===== config.mk =====
export PLATFORM = sky130hd
export DESIGN_NAME = seg_scan_driver
export DESIGN_NICKNAME = d
export VERILOG_FILES = /design/src/rtl/seg_scan_driver.sv
export SDC_FILE = /design/constraint.sdc
export NUM_CORES = 1
export LEC_CHECK = 0
export BUFFER_PORTS_ARGS = -buffer_cell sky130_fd_sc_hd__buf_2
export CELL_PAD_IN_SITES_DETAIL_PLACEMENT = 2
export CELL_PAD_IN_SITES_GLOBAL_PLACEMENT = 2
export CORE_ASPECT_RATIO = 0.8
export CORE_MARGIN = 2
export CORE_UTILIZATION = 37
export CTS_CLUSTER_DIAMETER = 40
export DETAILED_ROUTE_END_ITERATION = 10
export MAX_ROUTING_LAYER = met4
export PLACE_DENSITY = 0.9
export RECOVER_POWER = 100
export SKIP_LAST_GASP = 1
export SYNTH_ARGS = -nofsm -noshare
export SYNTH_HDL_FRONTEND = slang
export SYNTH_SLANG_ARGS = --single-unit
export TNS_END_PERCENT = 20

===== constraint.sdc =====
create_clock -name clk -period 2.74 [get_ports clk]
set_input_delay 0.274 -clock clk [delete_from_list [all_inputs] [get_ports clk]]
set_output_delay 0.274 -clock clk [all_outputs]
set_load 0.01 [all_outputs]

===== src/rtl/seg_scan_driver.sv =====
// -----------------------------------------------------------------------------
// seg_scan_driver
//
// Display stage for the game top level. Two 8-bit binary values (score on
// val_a, seconds remaining on val_b) are converted to BCD once per scan frame
// by a sequential shift-add-3 engine. The result is time-multiplexed onto an
// 8-digit common-anode display.
//
// Digit map (index -> content):
//   0/1/2 : val_b ones/tens/hundreds
//   3/4   : unused, all anodes off
//   5/6/7 : val_a ones/tens/hundreds
//
// Ports:
//   clk    in   system clock, rising edge
//   rst_n  in   synchronous active-low reset
//   val_a  in   [7:0] score, 0..255
//   val_b  in   [7:0] time remaining, 0..255
//   blank  in   1 = all anodes off, scan and conversion keep running
//   an     out  [7:0] anode enables, active-low, an[i] = digit i
//   a2g    out  [6:0] segments, active-low, bit6 = a .. bit0 = g
//   busy   out  1 while a BCD conversion is in progress
//
// Parameter:
//   SCAN_DIV  clk cycles per digit slot (frame = 8*SCAN_DIV cycles)
//
// Build option:
//   LEADING_ZERO_BLANK_EN  when defined, a zero hundreds digit is blanked and
//                          a zero tens digit is blanked if hundreds is also
//                          zero. The anode is still driven for those slots.
//
// Handshake: none. Inputs are sampled only on the edge where the digit index
// wraps 7->0; the display registers update 9 cycles later, all six digits at
// once. busy is high for the 8 iteration cycles in between.
// -----------------------------------------------------------------------------
module seg_scan_driver #(
  parameter int SCAN_DIV = 100000
) (
  input  logic       clk,
  input  logic       rst_n,
  input  logic [7:0] val_a,
  input  logic [7:0] val_b,
  input  logic       blank,
  output logic [7:0] an,
  output logic [6:0] a2g,
  output logic       busy
);

`ifdef LEADING_ZERO_BLANK_EN
  localparam bit LZB_EN = 1'b1;
`else
  localparam bit LZB_EN = 1'b0;
`endif

  localparam int            PW        = (SCAN_DIV > 1) ? $clog2(SCAN_DIV) : 1;
  localparam logic [PW-1:0] PRESC_MAX = PW'(SCAN_DIV - 1);

  typedef enum logic [1:0] {
    S_IDLE = 2'd0,
    S_CONV = 2'd1,
    S_LOAD = 2'd2
  } conv_state_e;

  // Scan timing
  logic [PW-1:0] presc_q, presc_d;
  logic [2:0]    idx_q, idx_d;
  logic          slot_end;
  logic          wrap;

  // Conversion engine: {hundreds, tens, ones, binary} per value
  conv_state_e   state_q;
  logic [2:0]    cnt_q;
  logic          busy_q;
  logic [19:0]   sha_q, sha_d;
  logic [19:0]   shb_q, shb_d;

  // Display registers: {hundreds, tens, ones}
  logic [11:0]   disp_a_q;
  logic [11:0]   disp_b_q;

  // Registered outputs
  logic [7:0]    an_q, an_d;
  logic [6:0]    a2g_q, a2g_d;

  // One double-dabble iteration: add 3 to any BCD nibble >= 5, then shift.
  function automatic logic [19:0] dd_step(input logic [19:0] s);
    logic [19:0] t;
    t = s;
    for (int k = 0; k < 3; k++) begin
      if (t[8+4*k +: 4] >= 4'd5) t[8+4*k +: 4] = t[8+4*k +: 4] + 4'd3;
    end
    return {t[18:0], 1'b0};
  endfunction

  function automatic logic [6:0] seg_code(input logic [3:0] d);
    logic [6:0] s;
    case (d)
      4'd0:    s = 7'b0000001;
      4'd1:    s = 7'b1001111;
      4'd2:    s = 7'b0010010;
      4'd3:    s = 7'b0000110;
      4'd4:    s = 7'b1001100;
      4'd5:    s = 7'b0100100;
      4'd6:    s = 7'b0100000;
      4'd7:    s = 7'b0001111;
      4'd8:    s = 7'b0000000;
      4'd9:    s = 7'b0000100;
      default: s = 7'b1111111;
    endcase
    return s;
  endfunction

  always_comb begin
    slot_end = (presc_q == PRESC_MAX);
    presc_d  = slot_end ? '0 : presc_q + 1'b1;
    idx_d    = slot_end ? idx_q + 3'd1 : idx_q;
    // Capture edge: last cycle of slot 7, index about to wrap to 0.
    wrap     = slot_end && (idx_q == 3'd7);
    sha_d    = dd_step(sha_q);
    shb_d    = dd_step(shb_q);
  end

  // Conversion FSM. A wrap always restarts the engine; with a frame of at
  // least 8*16 cycles a conversion always finishes long before the next wrap.
  always_ff @(posedge clk) begin
    if (!rst_n) begin
      state_q  <= S_IDLE;
      cnt_q    <= 3'd0;
      busy_q   <= 1'b0;
      sha_q    <= 20'd0;
      shb_q    <= 20'd0;
      disp_a_q <= 12'd0;
      disp_b_q <= 12'd0;
    end else if (wrap) begin
      state_q <= S_CONV;
      cnt_q   <= 3'd0;
      busy_q  <= 1'b1;
      sha_q   <= {12'd0, val_a};
      shb_q   <= {12'd0, val_b};
    end else begin
      case (state_q)
        S_CONV: begin
          sha_q <= sha_d;
          shb_q <= shb_d;
          cnt_q <= cnt_q + 3'd1;
          if (cnt_q == 3'd7) begin
            state_q <= S_LOAD;
            busy_q  <= 1'b0;
          end
        end
        S_LOAD: begin
          // Shadow -> display in one edge so no partial value is ever shown.
          disp_a_q <= sha_q[19:8];
          disp_b_q <= shb_q[19:8];
          state_q  <= S_IDLE;
        end
        default: state_q <= S_IDLE;
      endcase
    end
  end

  // Digit selection for the current index.
  logic [3:0] dig;
  logic       hide;
  logic       slot_used;

  always_comb begin
    dig       = 4'd0;
    hide      = 1'b0;
    slot_used = 1'b1;
    case (idx_q)
      3'd0: dig = disp_b_q[3:0];
      3'd1: begin
        dig  = disp_b_q[7:4];
        hide = LZB_EN && (disp_b_q[11:8] == 4'd0) && (disp_b_q[7:4] == 4'd0);
      end
      3'd2: begin
        dig  = disp_b_q[11:8];
        hide = LZB_EN && (disp_b_q[11:8] == 4'd0);
      end
      3'd5: dig = disp_a_q[3:0];
      3'd6: begin
        dig  = disp_a_q[7:4];
        hide = LZB_EN && (disp_a_q[11:8] == 4'd0) && (disp_a_q[7:4] == 4'd0);
      end
      3'd7: begin
        dig  = disp_a_q[11:8];
        hide = LZB_EN && (disp_a_q[11:8] == 4'd0);
      end
      default: slot_used = 1'b0;
    endcase

    if (blank || !slot_used) begin
      an_d  = 8'hFF;
      a2g_d = 7'h7F;
    end else begin
      an_d  = ~(8'b1 << idx_q);
      a2g_d = hide ? 7'h7F : seg_code(dig);
    end
  end

  always_ff @(posedge clk) begin
    if (!rst_n) begin
      presc_q <= '0;
      idx_q   <= 3'd0;
      an_q    <= 8'hFF;
      a2g_q   <= 7'h7F;
    end else begin
      presc_q <= presc_d;
      idx_q   <= idx_d;
      an_q    <= an_d;
      a2g_q   <= a2g_d;
    end
  end

  assign an   = an_q;
  assign a2g  = a2g_q;
  assign busy = busy_q;

endmodule

==> implementation parameters, run 1 <==
Parameter                              Value

Outcome
  Outcome ... completed

Clocking
  Hold-fix buffers, CTS ... 0
  CTS H-tree lvls ... 3
  Num Clock Sinks ... 105
  CTS buffer count ... 9
  Buffer levels on the longest clock path ... 2
  CTS tree ... done
  Clock-pin slew of the registers on the worst-case setup and hold paths ... approximately 0.07 ns
  Later-pin clock latency in the skew report ... 0.35 ns
  Root buffer selected by CTS ... clkbuf_16

Critical path
  Data arrival, critical path ... slightly below 3 ns
  Data required, critical path ... 2.98 ns
  Nature of the critical path endpoint ... register
  Cell chain of the critical path ... inv_1 -> ha_2 -> a22o_1 -> a222oi_1 -> o22ai_2 -> inv_2 -> ha_1 -> nor2_1 -> mux2_2 -> o31a_1
  Critical path's slowest cell ... a222oi_1
  Crit path launch type ... register
  Worst path bufs/invs ... 2
  Gate family responsible for the most delay along the worst path ... compound AO/OA/AOI/OAI gates
  Critical path peak fanout ... 6
  CP max stage delay ... roughly 0.56 ns
  Type of the setup path with the least slack ... reg -> reg

STA
  Final period demand of the worst path ... approximately 2.7 ns
  Max-slew violation count ... 0
  Largest clock skew in the final design ... 0.003204 ns
  Actual transition at the worst max-transition pin ... 0.7378 ns
  Worst slack on hold paths ... 0.1636 ns
  RSZ-0062 raised after global routing ... true
  Final critical-path setup slack ... 0.01341 ns
  Final setup fails ... 0
  Maximum clock rate ... 0.3668 GHz
  Max transition margin ... 0.5070
  Final hold violations ... 0
  Share of the cycle needed by the critical path after routing ... 0.9951

Pwr
  Net switching fraction of the power ... 0.2180
  Power density cells ... 535.3 nW/µm²
  VDD IR-drop max ... 0.2739 mV
  Switching power of the nets ... 0.6458 mW
  Combinational power share ... 0.024
  Leak Pwr ... 2.125 nW
  Int Pwr ... 2.316 mW
  Part of the power in registers ... 0.520
  Clock power frac ... 0.456

Cells and area
  Number of nets in the finished design ... 656
  Share of cells above drive strength 1 ... 0.1008
  Fill cell instance count of the final layout ... 1,426
  Antenna Cells ... 0
  Relative area change from synthesis to final layout ... 12.72%
  Design Area, Final ... between 5000 and 6000 µm²

Logic synthesis
  Number of warning messages in the yosys log ... 0
  Count of flip-flops with a built-in enable after synthesis ... 0
  Synth async-reset ratio ... 0
  Most common library cells after synthesis ... 105 x dfxtp_1, 99 x nand2_1, 60 x nand3_1
  Mapped Avg Cell Area ... 8.407 µm²
  Post-Syn Instances ... 584
  Mapped Area ... 4910 µm²
  Library cell with the highest instance count after synthesis ... dfxtp_1
  Number of storage elements in the synthesis netlist ... 105
  Sequential share of the synthesized area ... 0.4281
  Count of different cell masters after synthesis ... around 50
  Area contributors post-synth ... dfxtp_1 43%, nand2_1 7.6%, ha_1 6.9%, nand3_1 6.1%, a21oi_1 4.0%
  Fraction of post-synthesis cell area in the top cell type by area ... 0.4281
  Most frequently used flop master after synthesis ... dfxtp_1
  Yosys top cell by area ... dfxtp_1
  Synthesized Nets ... 630

Flow run
  Number of maximum-capacitance constraint violations ... 0

Place
  GP Congestion ... roughly 0.86
  Instance area after placement ... 5230 µm²
  Count of input and output buffers ... 34
  Setup slack after placement ... -0.04422 ns
  HPWL reported at the end of detailed placement ... 10,130 µm

Die
  Die boundary width ... around 130 µm
  Number of placement rows ... 37
  Area of the die ... 14,210 µm²
  Height of the chip ... approximately 110 µm
  Core ar. ... approximately 13,000 µm²
  Count of boundary I/O pins ... 35
  Initial cell density of the core ... 0.3801

Routing
  Vias per Instance ... 5.411
  DR pass1 iterations ... 5
  Wirelength per Cell ... between 15 and 20 µm
  Final ANT Viol Nets ... 0
  Via Count ... 4,275
  Number of DRC markers in iteration 0 ... 198
  Total wire length after detailed routing ... 15,070 µm
  Remaining routing DRC violations ... 0

Global route
  Vias in the first global route ... 4,633
  Largest net degree at the start of global routing ... 52
  Met1 usage ... 0.2670
  GRT busiest layer ... met2
  Initial antenna violation count ... 0
  Wire length of the first global-routing pass ... 24,810 µm
  Global-route track usage on met2 ... 0.4049
  Sum of overflow across all layers after global routing ... 0
  Global Route met3 Usage ... 0.03830
  Combined global-route utilization of all metal layers ... 0.2274

Min path
  Min-delay worst type ... in -> reg
==> worst reg2reg max path: cells and delay by family (launching register included) <==
family / cells / cell delay, ns
compound gates: 4 / 1.25
mux: 1 / 0.26
buf+inv: 2 / 0.25
simple gates: 1 / 0.05
flops: 1 / 0.39
fa+ha+maj: 2 / 0.41
==> path summary, 6_finish.rpt <==
| check | startpoint | endpoint | slack [ns] | cells after the start |
|---|---|---|---|---|
| worst max register to register | idx_q[0] | a2g[2] | 0.01 | 10 |
| worst min register to register | sha_q[7] | sha_q[8] | 0.46 | 2 |
| worst min-delay path | val_a[4] | sha_q[4] | 0.16 | 2 |
| worst max-delay path | idx_q[0] | a2g[2] | 0.01 | 10 |
==> flip-flops by register name, summed over array words and instances (netlist names), 7 cells and up <==
| name | flops |
|---|---|
| a2g | 7 |
| an | 8 |
| disp_a_q | 12 |
| disp_b_q | 12 |
| presc_q | 17 |
| sha_q | 20 |
| shb_q | 20 |
==> power groups by stage <==
| stage | Sequential [mW] | Clock [mW] | Combinational, mW |
|---|---|---|---|
| floorplan | 1.58 | 0 | 0.0375 |
| detailed placement | 1.58 | 0 | 0.0744 |
| global route | 1.54 | 1.45 | 0.0802 |
| finish | 1.54 | 1.35 | 0.0718 |
| CTS | 1.54 | 1.38 | 0.0755 |
| global placement | 1.57 | 0 | 0.0701 |
==> through the flow <==
stage	power [mW]	std cells	setup TNS [ns]	utilization
final	2.962	790	0	0.4285
after global routing	3.066	790	-0.09388	0.4285
after CTS	2.995	790	0	0.4301
after detailed placement	1.650	773	-0.04422	0.4049
after global placement	1.645	773	0	0.4049
after floorplan	1.615	584	0	-
==> repair_timing <==
action                                  CTS  global route
endpoints found under the setup margin    3             6
pin swaps                                 2             2
setup buffers                             1             0
resized for setup                         4             1
==> cells in the final DEF, fill, tap and decap left out, types with 4 or more instances in the layout <==
cell       netlist  final
nor2b_1          5      4
a21oi_1         39     39
clkbuf_16        0      9
xnor2_1         15     15
xor2_1          12     12
inv_1           23     22
and3_1           5      5
mux2i_1          7      7
buf_2           10     18
nand2b_1         6      6
nor2_1          35     35
a21boi_0         4      4
and2_1           8      7
dfxtp_1        105    104
buf_4            1     14
nand3_1         60     61
nand2_1         99     99
o211a_1         15     15
clkbuf_1        17     17
nor3_1           4      4
o21ai_0         20     20
ha_1            27     26
nor4_1           4      4
o21ai_1         22     22
==> layer usage <==
metal  vias up  routed length [µm]
met5         -                   0
met4         0                 241
met3        19                 435
met2        69                7862
met1      2140                6531
li1       2047                   -
==> kinds of logic after synthesis <==
| group | Yosys count | share of synthesized area |
|---|---|---|
| simple gates | 242 | 0.2309 |
| mux | 8 | 0.01657 |
| xor+xnor | 27 | 0.04817 |
| fa+ha+maj | 27 | 0.06881 |
| flops | 105 | 0.4281 |
| buf+inv | 57 | 0.05352 |
| compound gates | 118 | 0.1539 |
==> area by class of cell <==
type | count | area (µm²) | share of cell area
inverters | 23 | 86.33 | 0.01560
clock buffers | 12 | 256.5 | 0.04635
flip-flops and latches | 105 | 2103 | 0.3801
clock inverters | 4 | 51.30 | 0.009270
multi-input cells | 422 | 2557 | 0.4621
well taps | 175 | 219.0 | 0.03957
repair buffers | 49 | 260.3 | 0.04703
No activity file was read; power rests on OpenSTA's default activity.
==> run 2, diff against run 1 <==
--- a/config.mk
+++ b/config.mk
@@ -6,15 +6,15 @@
 export NUM_CORES = 1
 export LEC_CHECK = 0
 export BUFFER_PORTS_ARGS = -buffer_cell sky130_fd_sc_hd__buf_2
-export CELL_PAD_IN_SITES_DETAIL_PLACEMENT = 2
-export CELL_PAD_IN_SITES_GLOBAL_PLACEMENT = 2
+export CELL_PAD_IN_SITES_DETAIL_PLACEMENT = 0
+export CELL_PAD_IN_SITES_GLOBAL_PLACEMENT = 1
 export CORE_ASPECT_RATIO = 0.8
 export CORE_MARGIN = 2
-export CORE_UTILIZATION = 37
+export CORE_UTILIZATION = 45
 export CTS_CLUSTER_DIAMETER = 40
 export DETAILED_ROUTE_END_ITERATION = 10
 export MAX_ROUTING_LAYER = met4
-export PLACE_DENSITY = 0.9
+export PLACE_DENSITY = 0.88
 export RECOVER_POWER = 100
 export SKIP_LAST_GASP = 1
 export SYNTH_ARGS = -nofsm -noshare
==> run 2 against run 1 <==
Cell count decreased by 4.9%. Design area down 2.2%. Via count fell by 7.5%. Sequential power is essentially flat. Largest power group unchanged.
==> implementation parameters, run 2 (same netlist as run 1, synthesis figures left out) <==
Parameter                              Value

Routing
  Met2 wire len ... 4342 µm (-45%)
  Total wire length after detailed routing ... 9938 µm (-34%)
  Wirelength per Cell ... 13.23 µm (-31%)
  Remaining routing DRC violations ... 0 (unchanged)
  Met3 Wirelength ... 366 µm (-16%)
  Via Count ... 3,953 (-7.5%)
  Vias per Instance ... 5.264 (-2.7%)
  Top routing layer in use ... met4
  Number of DRC markers in iteration 0 ... 278 (+40%)
  WL met1 ... 5109 µm (-22%)
  DR pass1 iterations ... 4 (-1)
  Final ANT Viol Nets ... 0 (unchanged)

Die
  Height of the chip ... 97.43 µm (-9.0%)
  Initial cell density of the core ... 0.4562 (+0.07605)
  Core ar. ... 10,760 µm² (-17%)
  Area of the die ... 11,770 µm² (-17%)
  Die boundary width ... 120.8 µm (-9.0%)
  Count of boundary I/O pins ... 35 (unchanged)
  Number of placement rows ... 34 (-8.1%)

Pwr
  Combinational power share ... 0.023 (about the same)
  Clock power frac ... 0.432 (-0.024)
  VDD IR-drop max ... 0.2964 mV (+8.2%)
  Power density cells ... 521.6 nW/µm² (-2.5%)
  Part of the power in registers ... 0.546 (+0.026)
  Net switching fraction of the power ... 0.2045 (-0.01349)
  Switching power of the nets ... 0.5772 mW (-11%)
  Leak Pwr ... 2.088 nW (-1.7%)
  Int Pwr ... 2.245 mW (-3.1%)

Clocking
  CTS H-tree lvls ... 3 (unchanged)
  Buffer levels on the longest clock path ... 2 (unchanged)
  Clock-pin slew of the registers on the worst-case setup and hold paths ... 0.06 ns (about the same)
  Root buffer selected by CTS ... clkbuf_16
  Hold-fix buffers, CTS ... 0 (unchanged)
  Later-pin clock latency in the skew report ... 0.34 ns (about the same)
  CTS tree ... done
  Post CTS Setup Buffer Count ... 0 (-1)
  CTS buffer count ... 9 (unchanged)
  Num Clock Sinks ... 105 (unchanged)

Cells and area
  Top Registers ... sha_q x20, shb_q x20, presc_q x17
  Leading cell type in the layout, fill and taps excluded ... dfxtp_1
  Area taken by flip-flops and latches ... 2102 µm² (about the same)
  Multi-input logic area ... 2542 µm² (-0.59%)
  Relative area change from synthesis to final layout ... 10.19%
  Finished Core Util ... 0.5027 (+0.07421)
  Share of cells above drive strength 1 ... 0.07908 (-0.02174)
  Top library cells by usage in the layout, fill and taps aside ... 105 x dfxtp_1, 100 x nand2_1, 61 x nand3_1
  Non-Filler Instances ... 751 (-4.9%)
  Antenna Cells ... 0 (unchanged)
  Fill cell instance count of the final layout ... 1,052 (-26%)
  Number of nets in the finished design ... 651 (-0.76%)

STA
  Maximum clock rate ... 0.3814 GHz (+4.0%)
  Max transition margin ... 0.2381 (-0.2689)
  Max-slew violation count ... 0 (unchanged)
  Final hold violations ... 0 (unchanged)
  Final setup fails ... 0 (unchanged)
  Actual transition at the worst max-transition pin ... 1.135 ns (+0.3975 ns)
  Share of the cycle needed by the critical path after routing ... 0.9568 (-0.03832)
  Final period demand of the worst path ... 2.622 ns (-0.1050 ns)
  Largest clock skew in the final design ... 0.006351 ns (+0.003147 ns)

Global route
  Largest net degree at the start of global routing ... 72 (+38%)
  Initial antenna violation count ... 0 (unchanged)
  Vias in the first global route ... 3,650 (-21%)
  Wire length of the first global-routing pass ... 17,010 µm (-31%)
  Sum of overflow across all layers after global routing ... 0 (unchanged)
  Combined global-route utilization of all metal layers ... 0.1802 (-0.04717)

Place
  Count of input and output buffers ... 34 (unchanged)
  GP Congestion ... 0.8160 (-5.4%)
  HPWL reported at the end of detailed placement ... 6772 µm (-33%)
  Inst Count DP ... 738 (-4.5%)

Critical path
  Data arrival, critical path ... 2.85 ns (-0.12 ns)
  Data required, critical path ... 2.97 ns (about the same)
  Critical path peak fanout ... 6 (unchanged)
  Reg-to-reg critical path endpoint ... a2g[2]
  Cell chain of the critical path ... inv_1 -> ha_1 -> a22o_1 -> a222oi_1 -> o22ai_2 -> inv_1 -> ha_1 -> nor2_1 -> mux2_2 -> o31a_1
  Crit path launch type ... register
  Path depth of the worst reg2reg path ... 10 (unchanged)
  CP max stage delay ... 0.42 ns (-0.14 ns)
  Type of the setup path with the least slack ... reg -> reg
  Worst path bufs/invs ... 2 (unchanged)
  Gate family responsible for the most delay along the worst path ... compound AO/OA/AOI/OAI gates
  Nature of the critical path endpoint ... register
  Beginning of the worst register-to-register path ... idx_q[0]
  Register-to-register path setup slack ... 0.12 ns (+0.11 ns)
  Critical path's slowest cell ... a222oi_1

Min path
  Min-delay worst type ... in -> reg
  Min-Delay Endpoint ... sha_q[7]
  Number of stages on the worst hold path ... 2 (unchanged)
  Beginning of the worst hold path ... val_a[7]

Flow run
  Number of maximum-capacitance constraint violations ... 0 (unchanged)

Outcome
  Outcome ... completed
[run 2: cell types whose count changed in the layout (fill, tap and decap cells not counted), moves of 2 or more]
cell / previous run / this run
buf_4: 14 / 5
clkbuf_2: 1 / 3
clkbuf_8: 2 / 0
o21ai_0: 20 / 41
o21ai_1: 22 / 2
[run 2: area by class of cell]
cell class	instances	area share
tap	144	0.03330
inverter	23	0.01596
clock inverter	4	0.008788
sequential	105	0.3885
multi-input combinational	422	0.4699
clock buffer	9	0.04163
timing repair buffer	44	0.04186
[run 2: power groups by stage]
stage	Combinational (mW)	Sequential (mW)	Clock [mW]
6_report	0.0637	1.54	1.22
5_1_grt	0.0714	1.54	1.31
4_1_cts	0.0679	1.54	1.25
3_5_place_dp	0.0675	1.57	0
3_3_place_gp	0.0669	1.57	0
2_1_floorplan	0.0375	1.58	0
[run 2: metrics by stage]
step | cell area (µm²) | worst slack (ns) | hold WS (ns) | TNS (ns) | power [mW]
CTS | 5446 | 0.1740 | 0.1604 | 0 | 2.859
detailed placement | 5174 | 0.2164 | 0.4466 | 0 | 1.642
global placement | 5174 | 0.2881 | 0.4408 | 0 | 1.641
floorplan | 4910 | 0.3836 | 0.4260 | 0 | 1.615
finish | 5410 | 0.1184 | 0.1722 | 0 | 2.822
global route | 5410 | -0.06321 | 0.1692 | -0.06321 | 2.921
[run 2: timing repair]
item / in CTS / in global routing
endpoints found under the hold margin: 0 / 0
gates resized for setup: 0 / 1
setup endpoints to repair: 0 / 1
[run 2: worst register-to-register path: cells and delay by family (launching register included)]
kind / cells / cell delay (ns)
compound gates: 4 / 1.09
fa+ha+maj: 2 / 0.45
buf+inv: 2 / 0.28
flops: 1 / 0.41
mux: 1 / 0.25
simple gates: 1 / 0.04
[run 2: how the worst max path moves through the flow]
stage                  start  endpoint  slack [ns]  cells after the start
floorplan           idx_q[0]    a2g[2]        0.38                      9
global placement    idx_q[0]    a2g[2]        0.29                     10
detailed placement  idx_q[0]    a2g[2]        0.22                     10
CTS                 idx_q[0]    a2g[2]        0.17                     10
global route        idx_q[0]    a2g[2]       -0.06                     10
finish              idx_q[0]    a2g[2]        0.12                     10
[run 2: metal layers]
metal | track usage | vias to the layer above
li1 | - | 2032
met1 | 0.2467 | 1846
met2 | 0.2694 | 63
met3 | 0.03815 | 12
met4 | 0.05098 | 0
met5 | - | -
==> run 3, diff against run 2 <==
--- a/config.mk
+++ b/config.mk
@@ -10,11 +10,11 @@
 export CELL_PAD_IN_SITES_GLOBAL_PLACEMENT = 1
 export CORE_ASPECT_RATIO = 0.8
 export CORE_MARGIN = 2
-export CORE_UTILIZATION = 45
+export CORE_UTILIZATION = 35
 export CTS_CLUSTER_DIAMETER = 40
 export DETAILED_ROUTE_END_ITERATION = 10
 export MAX_ROUTING_LAYER = met4
-export PLACE_DENSITY = 0.88
+export PLACE_DENSITY = 0.74
 export RECOVER_POWER = 100
 export SKIP_LAST_GASP = 1
 export SYNTH_ARGS = -nofsm -noshare
==> run 3 against run 2 <==
Sequential share of layout area down 0.66 points. Wire length up 2.1%. Critical path depth unchanged.
==> implementation parameters, run 3 (same netlist as run 1, synthesis figures left out) <==
Parameter                              Value

Clocking
  Later-pin clock latency in the skew report ... 0.34 ns (about the same)
  CTS buffer count ... 9 (unchanged)
  CTS tree ... done
  CTS H-tree lvls ... 3 (unchanged)
  Post CTS Setup Buffer Count ... 0 (unchanged)
  Clock-pin slew of the registers on the worst-case setup and hold paths ... 0.07 ns (about the same)
  Buffer levels on the longest clock path ... 2 (unchanged)
  Count of instances resized after the clock tree is built ... 0 (unchanged)
  Hold-fix buffers, CTS ... 0 (unchanged)
  Num Clock Sinks ... 105 (unchanged)
  Root buffer selected by CTS ... clkbuf_16

STA
  Max transition margin ... 0.2154 (-0.02267)
  RSZ-0062 raised after global routing ... true
  Final period demand of the worst path ... 2.591 ns (-0.03069 ns)
  Largest clock skew in the final design ... 0.006969 ns (+0.0006179 ns)
  Actual transition at the worst max-transition pin ... 1.169 ns (+0.03378 ns)
  Final-layout setup total negative slack ... 0 ns (unchanged)
  Final hold violations ... 0 (unchanged)
  Maximum clock rate ... 0.3860 GHz (+1.2%)
  Final setup fails ... 0 (unchanged)
  Share of the cycle needed by the critical path after routing ... 0.9456 (-0.01120)
  Max-slew violation count ... 0 (unchanged)

Critical path
  Data arrival, critical path ... 2.82 ns (-0.03 ns)
  Critical path's slowest cell ... dfxtp_1
  Worst path bufs/invs ... 2 (unchanged)
  Worst Setup SP ... idx_q[0]
  CP max stage delay ... 0.39 ns (-0.03 ns)
  Type of the setup path with the least slack ... reg -> reg
  Cell chain of the critical path ... inv_1 -> ha_1 -> a22o_1 -> a222oi_1 -> o22ai_1 -> inv_1 -> ha_1 -> nor2_1 -> mux2_2 -> o31a_1
  Gate family responsible for the most delay along the worst path ... compound AO/OA/AOI/OAI gates
  Nature of the critical path endpoint ... register
  Path depth of the worst reg2reg path ... 10 (unchanged)
  Beginning of the worst register-to-register path ... idx_q[0]
  Crit path launch type ... register
  Crit path depth ... 10 (unchanged)
  Data required, critical path ... 2.96 ns (about the same)
  Critical path peak fanout ... 6 (unchanged)

Pwr
  Net switching fraction of the power ... 0.1995 (-0.005059)
  Int Pwr ... 2.406 mW (+7.2%)
  Power density cells ... 546.1 nW/µm² (+4.7%)
  Clock power frac ... 0.466 (+0.034)
  Combinational power share ... 0.022 (about the same)
  VDD IR-drop max ... 0.3296 mV (+11%)
  Part of the power in registers ... 0.512 (-0.034)
  Switching power of the nets ... 0.5995 mW (+3.9%)
  Leak Pwr ... 2.107 nW (+0.90%)

Min path
  Number of stages on the worst hold path ... 2 (unchanged)
  Min-delay worst type ... in -> reg
  Beginning of the worst hold path ... val_a[5]

Routing
  Total wire length after detailed routing ... 10,140 µm (+2.1%)
  Vias per Instance ... 4.957 (-5.8%)
  Final ANT Viol Nets ... 0 (unchanged)
  Via Count ... 3,916 (-0.94%)
  Wirelength per Cell ... 12.84 µm (-3.0%)
  DR pass1 iterations ... 5 (+1)
  Number of DRC markers in iteration 0 ... 251 (-9.7%)
  Remaining routing DRC violations ... 0 (unchanged)

Die
  Number of placement rows ... 38 (+12%)
  Initial cell density of the core ... 0.3598 (-0.09637)
  Count of boundary I/O pins ... 35 (unchanged)
  Height of the chip ... 109.9 µm (+13%)
  Core ar. ... 13,650 µm² (+27%)
  Area of the die ... 15,000 µm² (+27%)
  Die boundary width ... 136.4 µm (+13%)

Flow run
  Number of maximum-capacitance constraint violations ... 0 (unchanged)

Global route
  Vias in the first global route ... 3,507 (-3.9%)
  Initial antenna violation count ... 0 (unchanged)
  Largest net degree at the start of global routing ... 62 (-14%)
  Combined global-route utilization of all metal layers ... 0.1495 (-0.03069)
  Wire length of the first global-routing pass ... 17,510 µm (+3.0%)
  Sum of overflow across all layers after global routing ... 0 (unchanged)

Cells and area
  Top library cells by usage in the layout, fill and taps aside ... 105 x dfxtp_1, 100 x nand2_1, 61 x nand3_1
  Leading cell type in the layout, fill and taps excluded ... dfxtp_1
  Antenna Cells ... 0 (unchanged)
  Share of cells above drive strength 1 ... 0.08197 (+0.002890)
  Number of nets in the finished design ... 651 (unchanged)
  Finished Core Util ... 0.4034 (-0.09932)
  Top Registers ... sha_q x20, shb_q x20, presc_q x17
  Relative area change from synthesis to final layout ... 12.11%

Place
  Count of input and output buffers ... 34 (unchanged)
  GP Congestion ... 0.8782 (+7.6%)
  HPWL reported at the end of detailed placement ... 6930 µm (+2.3%)

Outcome
  Outcome ... completed
[run 3: final cells by class]
| cell class | count | area, µm² |
|---|---|---|
| timing repair buffer | 44 | 216.5 |
| clock buffer | 12 | 256.5 |
| multi-input combinational | 422 | 2542 |
| sequential | 105 | 2102 |
| clock inverter | 4 | 75.07 |
| tap | 180 | 225.2 |
| inverter | 23 | 86.33 |
| fill | 1376 | 8142 |
[run 3: power groups by stage]
stage	clock network [mW]	logic, mW	registers, mW
after floorplan	0	0.0375	1.58
after global placement	0	0.0677	1.57
after detailed placement	0	0.0683	1.57
after CTS	1.45	0.0687	1.54
after global routing	1.51	0.0739	1.54
final	1.40	0.0650	1.54
[run 3: path summary, 6_finish.rpt]
path,to,slack (ns)
worst min-delay path,sha_q[5],0.17
worst max-delay path,a2g[2],0.15
worst max register to register,a2g[2],0.15
worst min register to register,shb_q[8],0.46
[run 3: per-stage QoR]
step	total power, mW	setup slack (ns)	hold WS (ns)	std cells	area, µm²
finish	3.006	0.1491	0.1682	790	5504
detailed placement	1.643	0.2032	0.4494	774	5206
global route	3.124	-0.04327	0.1600	790	5504
global placement	1.642	0.3099	0.4408	774	5206
CTS	3.054	0.1807	0.1569	790	5538
floorplan	1.615	0.3836	0.4260	584	4910
[run 3: per-layer routing]
metal | track usage | vias up | wire length [µm]
met5 | - | - | 0
met4 | 0.03869 | 0 | 104
met3 | 0.03688 | 10 | 484
met2 | 0.2103 | 67 | 4243
met1 | 0.2126 | 1802 | 5312
li1 | - | 2037 | -
